$ cat src/rtl/cpu_bus_pkg.sv
// Shared definitions for the CPU datapath bus: source indices, default
// geometry and the bus word type.
package cpu_bus_pkg;

   localparam int DEF_WIDTH   = 32;
   localparam int DEF_NUM_SRC = 24;

   // Source indices: general registers first, then special registers.
   localparam int SRC_R0     = 0;
   localparam int SRC_R1     = 1;
   localparam int SRC_R2     = 2;
   localparam int SRC_R3     = 3;
   localparam int SRC_R4     = 4;
   localparam int SRC_R5     = 5;
   localparam int SRC_R6     = 6;
   localparam int SRC_R7     = 7;
   localparam int SRC_R8     = 8;
   localparam int SRC_R9     = 9;
   localparam int SRC_R10    = 10;
   localparam int SRC_R11    = 11;
   localparam int SRC_R12    = 12;
   localparam int SRC_R13    = 13;
   localparam int SRC_R14    = 14;
   localparam int SRC_R15    = 15;
   localparam int SRC_HI     = 16;
   localparam int SRC_LO     = 17;
   localparam int SRC_ZHIGH  = 18;
   localparam int SRC_ZLOW   = 19;
   localparam int SRC_PC     = 20;
   localparam int SRC_MDR    = 21;
   localparam int SRC_INPORT = 22;
   localparam int SRC_C      = 23;

   typedef logic [DEF_WIDTH-1:0] bus_word_t;

endpackage

$ cat src/rtl/bus_mux_hold_if.sv
// Bus interface between the datapath sources and the bus mux.
// Optional macro BUS_CONFLICT_CNT_EN adds the conflict_cnt signal.
//
// There is no valid/ready handshake here: each src_out bit is a plain
// per-cycle out-enable, sampled combinationally, expected one-hot or zero.
// bus_active marks a cycle in which some source drives; outputs carry no
// back-pressure.
interface bus_mux_hold_if
   import cpu_bus_pkg::*;
#(
   parameter int WIDTH   = DEF_WIDTH,
   parameter int NUM_SRC = DEF_NUM_SRC,
   parameter int IDX_W   = $clog2(NUM_SRC)
`ifdef BUS_CONFLICT_CNT_EN
   ,
   parameter int CNT_W   = 8
`endif
);

   logic [NUM_SRC*WIDTH-1:0] src_data;
   logic [NUM_SRC-1:0]       src_out;
   logic                     clr_err;
   logic [WIDTH-1:0]         bus_out;
   logic                     bus_active;
   logic [IDX_W-1:0]         bus_sel;
   logic                     conflict;
   logic                     conflict_sticky;
   logic [IDX_W-1:0]         last_src;
`ifdef BUS_CONFLICT_CNT_EN
   logic [CNT_W-1:0]         conflict_cnt;
`endif

`ifdef BUS_CONFLICT_CNT_EN
   modport master (
      output src_data, src_out, clr_err,
      input  bus_out, bus_active, bus_sel, conflict, conflict_sticky, last_src, conflict_cnt
   );
   modport slave (
      input  src_data, src_out, clr_err,
      output bus_out, bus_active, bus_sel, conflict, conflict_sticky, last_src, conflict_cnt
   );
`else
   modport master (
      output src_data, src_out, clr_err,
      input  bus_out, bus_active, bus_sel, conflict, conflict_sticky, last_src
   );
   modport slave (
      input  src_data, src_out, clr_err,
      output bus_out, bus_active, bus_sel, conflict, conflict_sticky, last_src
   );
`endif

endinterface

$ cat src/rtl/bus_prio_enc.sv
// Purely combinational priority encoder: highest set index wins, plus
// multi-drive detection (two or more bits set).
module bus_prio_enc #(
   parameter int NUM_SRC = 24,
   parameter int IDX_W   = $clog2(NUM_SRC)
) (
   input  logic [NUM_SRC-1:0] src_out,
   output logic [IDX_W-1:0]   sel,
   output logic               active,
   output logic               conflict
);

   logic [NUM_SRC-1:0] lowest_cleared;

   // Ascending scan so the last (highest) set bit overrides earlier ones.
   always_comb begin
      sel = '0;
      for (int i = 0; i < NUM_SRC; i++) begin
         if (src_out[i]) sel = IDX_W'(i);
      end
   end

   // Clearing the lowest set bit leaves something only if popcount >= 2.
   always_comb begin
      lowest_cleared = src_out & (src_out - NUM_SRC'(1));
      active         = |src_out;
      conflict       = |lowest_cleared;
   end

endmodule

$ cat src/rtl/bus_mux_hold.sv
// Datapath bus multiplexer with bus-hold, multi-drive conflict detection,
// sticky error flag and last-driver record.
// Optional macro BUS_CONFLICT_CNT_EN adds a saturating conflict counter.
module bus_mux_hold
   import cpu_bus_pkg::*;
#(
   parameter int WIDTH   = DEF_WIDTH,
   parameter int NUM_SRC = DEF_NUM_SRC,
   parameter int IDX_W   = $clog2(NUM_SRC)
`ifdef BUS_CONFLICT_CNT_EN
   ,
   parameter int CNT_W   = 8
`endif
) (
   input logic            clock,
   input logic            clear_n,
   bus_mux_hold_if.slave  bus
);

   logic [IDX_W-1:0] sel;
   logic             active;
   logic             conflict;
   logic [WIDTH-1:0] drive_word;
   logic [WIDTH-1:0] hold_q;
   logic             sticky_q;
   logic [IDX_W-1:0] last_q;

   bus_prio_enc #(
      .NUM_SRC (NUM_SRC),
      .IDX_W   (IDX_W)
   ) u_enc (
      .src_out  (bus.src_out),
      .sel      (sel),
      .active   (active),
      .conflict (conflict)
   );

   // Select the winning source word; zero-latency path to the bus.
   always_comb begin
      drive_word = '0;
      for (int i = 0; i < NUM_SRC; i++) begin
         if (sel == IDX_W'(i)) drive_word = bus.src_data[i*WIDTH +: WIDTH];
      end
   end

   // Capture the driven value and its source so idle cycles replay it.
   always_ff @(posedge clock or negedge clear_n) begin
      if (!clear_n) begin
         hold_q <= '0;
         last_q <= '0;
      end else if (active) begin
         hold_q <= drive_word;
         last_q <= sel;
      end
   end

   // Sticky conflict flag; a conflict in the clearing cycle keeps it set.
   always_ff @(posedge clock or negedge clear_n) begin
      if (!clear_n)           sticky_q <= 1'b0;
      else if (conflict)      sticky_q <= 1'b1;
      else if (bus.clr_err)   sticky_q <= 1'b0;
   end

`ifdef BUS_CONFLICT_CNT_EN
   logic [CNT_W-1:0] cnt_q;

   // Saturating conflict count; clear plus conflict restarts at one.
   always_ff @(posedge clock or negedge clear_n) begin
      if (!clear_n) begin
         cnt_q <= '0;
      end else if (conflict) begin
         if (bus.clr_err)      cnt_q <= CNT_W'(1);
         else if (cnt_q != '1) cnt_q <= cnt_q + CNT_W'(1);
      end else if (bus.clr_err) begin
         cnt_q <= '0;
      end
   end

   assign bus.conflict_cnt = cnt_q;
`endif

   assign bus.bus_out         = active ? drive_word : hold_q;
   assign bus.bus_active      = active;
   assign bus.bus_sel         = sel;
   assign bus.conflict        = conflict;
   assign bus.conflict_sticky = sticky_q;
   assign bus.last_src        = last_q;

endmodule

$ cat src/flat_wrapper.sv
// flat-port wrapper written by rule: the top's interface ports become plain ports
module bus_mux_hold_flat import cpu_bus_pkg::*;
#(
   parameter int WIDTH   = DEF_WIDTH,
   parameter int NUM_SRC = DEF_NUM_SRC,
   parameter int IDX_W   = $clog2(NUM_SRC)

)
  (clock, clear_n, bus_src_data, bus_src_out, bus_clr_err, bus_bus_out, bus_bus_active, bus_bus_sel, bus_conflict, bus_conflict_sticky, bus_last_src);
  bus_mux_hold_if #(.WIDTH(WIDTH), .NUM_SRC(NUM_SRC), .IDX_W(IDX_W)) bus_i ();
  input logic clock;
  input logic clear_n;
  input wire logic [$bits(bus_i.src_data)-1:0] bus_src_data;
  input wire logic [$bits(bus_i.src_out)-1:0] bus_src_out;
  input wire logic [$bits(bus_i.clr_err)-1:0] bus_clr_err;
  output wire logic [$bits(bus_i.bus_out)-1:0] bus_bus_out;
  output wire logic [$bits(bus_i.bus_active)-1:0] bus_bus_active;
  output wire logic [$bits(bus_i.bus_sel)-1:0] bus_bus_sel;
  output wire logic [$bits(bus_i.conflict)-1:0] bus_conflict;
  output wire logic [$bits(bus_i.conflict_sticky)-1:0] bus_conflict_sticky;
  output wire logic [$bits(bus_i.last_src)-1:0] bus_last_src;
  assign bus_i.src_data = bus_src_data;
  assign bus_i.src_out = bus_src_out;
  assign bus_i.clr_err = bus_clr_err;
  assign bus_bus_out = bus_i.bus_out;
  assign bus_bus_active = bus_i.bus_active;
  assign bus_bus_sel = bus_i.bus_sel;
  assign bus_conflict = bus_i.conflict;
  assign bus_conflict_sticky = bus_i.conflict_sticky;
  assign bus_last_src = bus_i.last_src;
  bus_mux_hold #(.WIDTH(WIDTH), .NUM_SRC(NUM_SRC), .IDX_W(IDX_W)) u_core (.clock(clock), .clear_n(clear_n), .bus(bus_i));
endmodule
$ cat config.mk
export PLATFORM = sky130hd
export DESIGN_NAME = bus_mux_hold_flat
export DESIGN_NICKNAME = d
export VERILOG_FILES = /design/src/rtl/cpu_bus_pkg.sv /design/src/rtl/bus_mux_hold_if.sv /design/src/rtl/bus_prio_enc.sv /design/src/rtl/bus_mux_hold.sv /design/src/flat_wrapper.sv
export SDC_FILE = /design/constraint.sdc
export NUM_CORES = 1
export LEC_CHECK = 0
export ABC_AREA = 1
export BUFFER_PORTS_ARGS = -buffer_cell sky130_fd_sc_hd__buf_2
export CELL_PAD_IN_SITES_DETAIL_PLACEMENT = 0
export CELL_PAD_IN_SITES_GLOBAL_PLACEMENT = 2
export CORE_AREA = 2 2 323 325
export DETAILED_ROUTE_END_ITERATION = 8
export DIE_AREA = 0 0 325 327
export GPL_TIMING_DRIVEN = 0
export PLACE_DENSITY_LB_ADDON = 0.1
export SETUP_SLACK_MARGIN = 0.02
export SLEW_MARGIN = 40
export SYNTH_ARGS = -nofsm -noshare
export SYNTH_HDL_FRONTEND = slang
export SYNTH_SLANG_ARGS = --single-unit
$ cat constraint.sdc
create_clock -name clock -period 3.7 [get_ports clock]
set_clock_uncertainty 0.2 [all_clocks]
set_input_delay 0.185 -clock clock [delete_from_list [all_inputs] [get_ports clock]]
set_output_delay 0.185 -clock clock [all_outputs]
set_load 0.02 [all_outputs]
==> flow_metrics.py, run 1 <==
metrics = {
    "setup_path": {
        "cpPeakStageDelay_ns": 0.30,
        "cp.arrival_ns": 4.24,
        "criticalPathCategory": "in2out",
        "path_max_fanout": 5,
        "start_kind": "input pin",
        "end_kind": "output pin",
        "crit_slowest_cell": "nand4_1",
        "path_common_cell": "nand2_1",
        "cp.required_ns": 3.31,
    },
    "floorplanning": {
        "start_util_pct": 8.18,
        "rows": 118,
        "die_h_microns": 327,
        "die_w_microns": 325,
        "fp.dieArea_sq_mm": 0.106,
        "io_pins": 840,
        "coreArea_sq_mm": 0.103,
    },
    "drt": {
        "drc_errors": 0,
        "num_vias": 15000,
        "wl_per_cell_microns": 23.2,
        "drtPass1Iterations": 5,
        "wirelength_microns": 95200,
        "via_per_inst": 3.67,
        "ant_nets": 0,
        "drt_iter0_drc": 600,
    },
    "synthesis": {
        "synth_area_sq_mm": 0.00842,
        "netlist.top_cell.by_area": "nand2_1",
        "synth_edf_count": 0,
        "synthTopCellsByCount": "nand2_1, nor2_1, inv_1, nand4_1, a21oi_1",
        "synth_area_leaders": "nand2_1, nor2_1, inv_1",
        "yosys_warnings": 0,
        "avgSynthCellArea_sq_um": 4.75,
        "netlist.area_leader.share_pct": 27.0,
        "async_reset_ff_share_pct": 100,
        "synth.most_common_cell": "nand2_1",
        "postSynthCellCount": 1774,
        "yosysUniqueCellTypes": 39,
        "syn-num-nets": 2569,
        "synth_flop_cell": "dfrtp_1",
        "ys_seq_area_share_pct": 11.3,
        "ys_ff_latch": 38,
    },
    "cells_and_area": {
        "area_growth_pct": 97.4,
        "nets": 3494,
        "final_cells": 4098,
        "final_layout_size_suffix_gt1_share_pct": 45.7,
        "fin_util_pct": 16.2,
    },
    "worst_hold_path": {
        "hold_class": "in2reg",
    },
    "sta": {
        "fin_crit_sh_pct": 125,
        "final_hold_viol_count": 0,
        "worst_pin_slew_ns": 0.812,
        "layout_setup_ws_ns": -0.926,
        "finalSetupTns_ns": -29.21,
        "slew_headroom_pct": 45.9,
        "fmax_ghz": 0.216,
        "layout_min_cycle_time_ns": 4.63,
        "hold_ws_ns": 0.0165,
        "rsz0062_at_grt": "true",
        "setup_viol": 61,
        "maxSlewViolCount": 0,
    },
    "clocking": {
        "cts_root_buf": "clkbuf_16",
        "numCtsBuffers": 5,
        "clockBufferDepth": 2,
        "htree_num_levels": 2,
        "cts_sinks": 38,
        "insertion_delay_ns": 0.32,
        "cts_tree": "yes",
        "path_clk_slew_ns": 0.08,
    },
    "place": {
        "post-dp-hpwl_microns": 83800,
        "place_congestion": 0.908,
        "placed_cells": 3993,
        "port_buffers": 838,
    },
    "status": {
        "violations": "setup timing",
        "status": "complete, but fails checks",
    },
    "pwr": {
        "p_leak_nw": 8.88,
        "ir_worst_vdd_v": 0.000154,
        "p_total_mw": 2.11,
        "powerDensity_mw_per_mm2": 127,
    },
    "grt": {
        "grt_pass1_wl_microns": 126000,
        "antenna_found_initial": 64,
        "gr-total-overflow": 0,
        "grt_pass1_vias": 15400,
        "grt_usage_pct": 16.9,
        "grt_max_degree": 39,
    },
    "flow_run": {
        "cap_violations": 0,
    },
}
-- cells in the final DEF, fill, tap and decap left out, types with 3 or more instances in the layout --
master and instances:
buf_12 9, a21oi_1 49, clkbuf_16 6, buf_2 822, nand3_2 26, inv_4 4
nand4_1 171, buf_4 49, diode_2 18, clkbuf_2 21, nand2_1 558, o21ai_2 5
nand2_4 12, nand3_1 12, a21oi_2 10, nor2_2 76, buf_6 50, o21ai_0 27
dlygate4sd3_1 11, dfrtp_1 38, clkbuf_1 22, inv_1 275, nor2_1 270, nand2_2 45
buf_8 7, nor3_1 10, inv_2 13, clkinvlp_4 3, nor4_1 4, clkbuf_4 3
or2_2 15, o21ai_1 10, nor2_4 34, nand3_4 8
-- flip-flops by register name, summed over array words and instances, names as in the netlist --
signal / cells
u_core.bus.conflict_sticky: 1
u_core.bus.last_src: 5
u_core.hold_q: 32
-- logic make-up (layout without fill, tap and decap cells) --
group	Yosys count	after routing	share of synthesized area, %
simple gates	1249	1249	64.0
buf+inv	377	1303	17.8
compound gates	110	110	6.93
flops	38	38	11.3
other cells	0	18	0
-- repair_timing --
item / in CTS / in global routing
hold endpoints to repair: 48 / 0
cloned: 1 / 1
setup buffers: 29 / 46
pin swaps: 89 / 149
setup endpoints to repair: 64 / 64
resized for setup: 251 / 155
hold buffers: 11 / 0
-- through the flow --
step	setup slack (ns)	cell area [sq um]
CTS	-1.05	15700
detailed placement	-1.81	14400
global route	-1.33	16600
global placement	-2.15	14300
finish	-0.926	16600
floorplan	0.531	8420
-- layer usage --
metal | up-vias | share of wire, % | wire, microns | GRT usage [%]
li1 | 7388 | - | - | -
met1 | 6962 | 40 | 37900 | 19.2
met2 | 501 | 53 | 50500 | 32.9
met3 | 117 | 5.9 | 5650 | 4.05
met4 | 52 | 0.91 | 870 | 1.32
met5 | - | 0.34 | 323 | 0
-- power by group --
| part | leakage [nW] | internal, mW | switching, mW | total (mW) |
|---|---|---|---|---|
| clock | 0.0941 | 0.390 | 0.244 | 0.634 |
| combinational | 8.35 | 0.483 | 0.526 | 1.01 |
| sequential | 0.442 | 0.454 | 0.00972 | 0.464 |
| total | 8.88 | 1.33 | 0.780 | 2.11 |
-- path summary, 6_finish.rpt --
kind,start,endpoint,slack (ns),cells after the start
min,bus_src_data[732],u_core.hold_q[28],0.02,5
min in group asynchronous,clear_n,u_core.hold_q[18],0.23,2
min reg2reg,u_core.hold_q[20],u_core.hold_q[20],0.27,2
max in group asynchronous,clear_n,u_core.hold_q[21],2.61,2
max reg2reg,u_core.hold_q[4],u_core.hold_q[4],2.63,3
max,bus_src_out[2],bus_bus_out[15],-0.93,42
-- critical path, delay by kind of cell --
family,cells,cell delay [ns]
buffers and inverters,5,0.62
AND/OR/NAND/NOR,36,3.30
AO/OA/AOI/OAI,1,0.12
-- layout make-up --
| cell class | instances | area, sq um |
|---|---|---|
| clock inverter | 3 | 68.8 |
| timing repair buffer | 921 | 5190 |
| fill | 12500 | 86300 |
| inverter | 297 | 1150 |
| multi-input combinational | 1359 | 6860 |
| buffer | 77 | 507 |
| sequential | 38 | 951 |
| antenna | 18 | 45.0 |
| tap | 1380 | 1730 |
| clock buffer | 5 | 125 |
Power figures use the tool's default switching activity.
==> inputs of run 2 (changes only) <==
- CTS_CLUSTER_SIZE: default -> 40
- REMOVE_ABC_BUFFERS: default -> 1
==> run 2 against run 1 <==
Against the previous run: the flow still finishes with violations (setup timing); final cell count is 0.20% higher; final area is 5.0% higher; first-iteration DRC count is 10% higher; total power is 2.8% higher; flip-flop and latch count stayed put; worst setup slack worse by 0.31 ns; via count is 1.5% higher; highest routed layer unchanged.
==> flow_metrics.py, run 2 (synthesis gave the netlist of run 1 again) <==
metrics = {
    "grt": {
        "grt_usage_pct": 17.9,
        "gr-total-overflow": 0,
        "antenna_found_initial": 66,
        "grt_pass1_wl_microns": 132000,
        "grt_max_degree": 39,
        "grt_pass1_vias": 16200,
    },
    "cells_and_area": {
        "final_layout_size_suffix_gt1_share_pct": 47.5,
        "nets": 3497,
        "area_growth_pct": 107,
        "regMostFlops": "u_core.hold_q",
        "largest_reg_flops": 32,
        "final_common_cell": "buf_2",
        "final_cells": 4106,
        "final_cell_mix": "buf_2, nand2_1, nor2_1",
    },
    "floorplanning": {
        "die_w_microns": 325,
        "die_h_microns": 327,
        "coreArea_sq_mm": 0.103,
        "rows": 118,
        "fp.dieArea_sq_mm": 0.106,
        "start_util_pct": 8.18,
        "io_pins": 840,
    },
    "worst_hold_path": {
        "whs_path_depth": 5,
        "hold_class": "in2reg",
        "hold_end": "u_core.hold_q[11]",
        "hp-start": "bus_src_data[747]",
    },
    "setup_path": {
        "start_kind": "input pin",
        "cpPeakStageDelay_ns": 0.50,
        "cp.arrival_ns": 4.55,
        "timing.rr.start": "u_core.hold_q[21]",
        "criticalPathCategory": "in2out",
        "crit_slowest_cell": "nand4_1",
        "rr_endpoint": "u_core.hold_q[21]",
        "critPathBufInv": 6,
        "r2r.worst_path.cells": 4,
        "path_max_fanout": 4,
        "path_delay_family": "simple AND/OR/NAND/NOR gates",
        "end_kind": "output pin",
        "reg2reg_setup_slack_ns": 2.53,
        "cp.required_ns": 3.31,
    },
    "pwr": {
        "p_leak_nw": 9.19,
        "powerDensity_mw_per_mm2": 124,
        "ir_worst_vdd_v": 0.000176,
        "p_total_mw": 2.17,
    },
    "clocking": {
        "clockBufferDepth": 2,
        "numCtsBuffers": 5,
        "cts_tree": "yes",
        "cts_root_buf": "clkbuf_16",
        "cts_sinks": 38,
        "htree_num_levels": 2,
        "insertion_delay_ns": 0.30,
        "path_clk_slew_ns": 0.07,
    },
    "sta": {
        "slew_headroom_pct": 53.5,
        "setup_viol": 64,
        "final_hold_viol_count": 0,
        "layout_min_cycle_time_ns": 4.94,
        "layout_setup_ws_ns": -1.24,
        "worst_pin_slew_ns": 0.695,
        "maxSlewViolCount": 0,
        "fmax_ghz": 0.203,
        "hold_ws_ns": 0.00571,
        "fin_crit_sh_pct": 133,
        "rsz0062_at_grt": "true",
    },
    "status": {
        "violations": "setup timing",
        "status": "complete, but fails checks",
    },
    "drt": {
        "wl_per_cell_microns": 24.2,
        "drt_iter0_drc": 662,
        "via_per_inst": 3.71,
        "wirelength_microns": 99200,
        "drc_errors": 0,
        "num_vias": 15200,
        "ant_nets": 0,
        "drtPass1Iterations": 5,
    },
    "place": {
        "place_congestion": 0.849,
        "post-dp-hpwl_microns": 82600,
        "port_buffers": 839,
        "placed_cells": 3951,
    },
    "flow_run": {
        "cap_violations": 0,
    },
}
[run 2: cell types whose count changed in the layout (fill, tap and decap cells not counted), sizes merged]
cell,change
buf,+57
clkbuf,-44
dlygate4sd3,-9
diode,+5
clkinvlp,-2
inv,+2
clkinv,-1
[run 2: area by class of cell]
type	instances	area (sq um)
timing repair buffer	1001	6410
inverter	297	1170
multi-input combinational	1359	6950
antenna	23	57.6
fill	12300	85400
tap	1380	1730
sequential	38	951
clock buffer	6	139
clock inverter	2	60.1
[run 2: report_power, final]
| group | leakage (nW) | switching (mW) | internal, mW |
|---|---|---|---|
| combinational | 8.65 | 0.552 | 0.528 |
| clock | 0.0972 | 0.216 | 0.406 |
| sequential | 0.442 | 0.00985 | 0.454 |
| total | 9.19 | 0.778 | 1.39 |
[run 2: per-stage QoR]
stage	setup slack [ns]	instance area, sq um	util, %	setup TNS [ns]
4_1_cts	-1.46	16800	16.3	-58.05
6_report	-1.24	17500	17.0	-47.79
3_3_place_gp	-6.97	14000	13.6	-389.01
2_1_floorplan	-0.465	8040	-	-23.49
3_5_place_dp	-2.49	14700	14.3	-117.51
5_1_grt	-1.62	17400	17.0	-73.85
[run 2: worst max path at each step]
stage          slack (ns)              end  cells past startpoint            start
6_report            -1.24  bus_bus_out[26]                     31   bus_src_out[2]
2_1_floorplan       -0.47  bus_bus_out[10]                      9  bus_src_out[20]
3_5_place_dp        -2.49  bus_bus_out[23]                     24  bus_src_out[23]
3_3_place_gp        -6.97  bus_bus_out[12]                     14  bus_src_out[23]
5_1_grt             -1.62  bus_bus_out[12]                     43   bus_src_out[2]
4_1_cts             -1.46  bus_bus_out[23]                     42   bus_src_out[2]
[run 2: routing by layer]
layer | GRT usage (%) | up-vias | share of wire (%)
met2 | 33.6 | 587 | 52
met3 | 4.51 | 145 | 5.9
met5 | 0 | - | 0.29
met1 | 19.7 | 7043 | 39
met4 | 5.06 | 50 | 2.7
li1 | - | 7416 | -
[run 2: worst reg2reg max path, stage by stage, from the launching register on]
cell and delay (ns):
dfrtp_1 0.35, or2_2 0.28, nand2_1 0.07, inv_2 0.04, buf_4 0.12
[run 2: what timing repair did]
action                     4_1_cts  5_1_grt
hold buffers                     2        0
setup buffers                  104       43
resized for setup              266      153
setup endpoints to repair       64       66
pin swaps                      134      253
hold endpoints to repair        39        0
cloned                           2        1
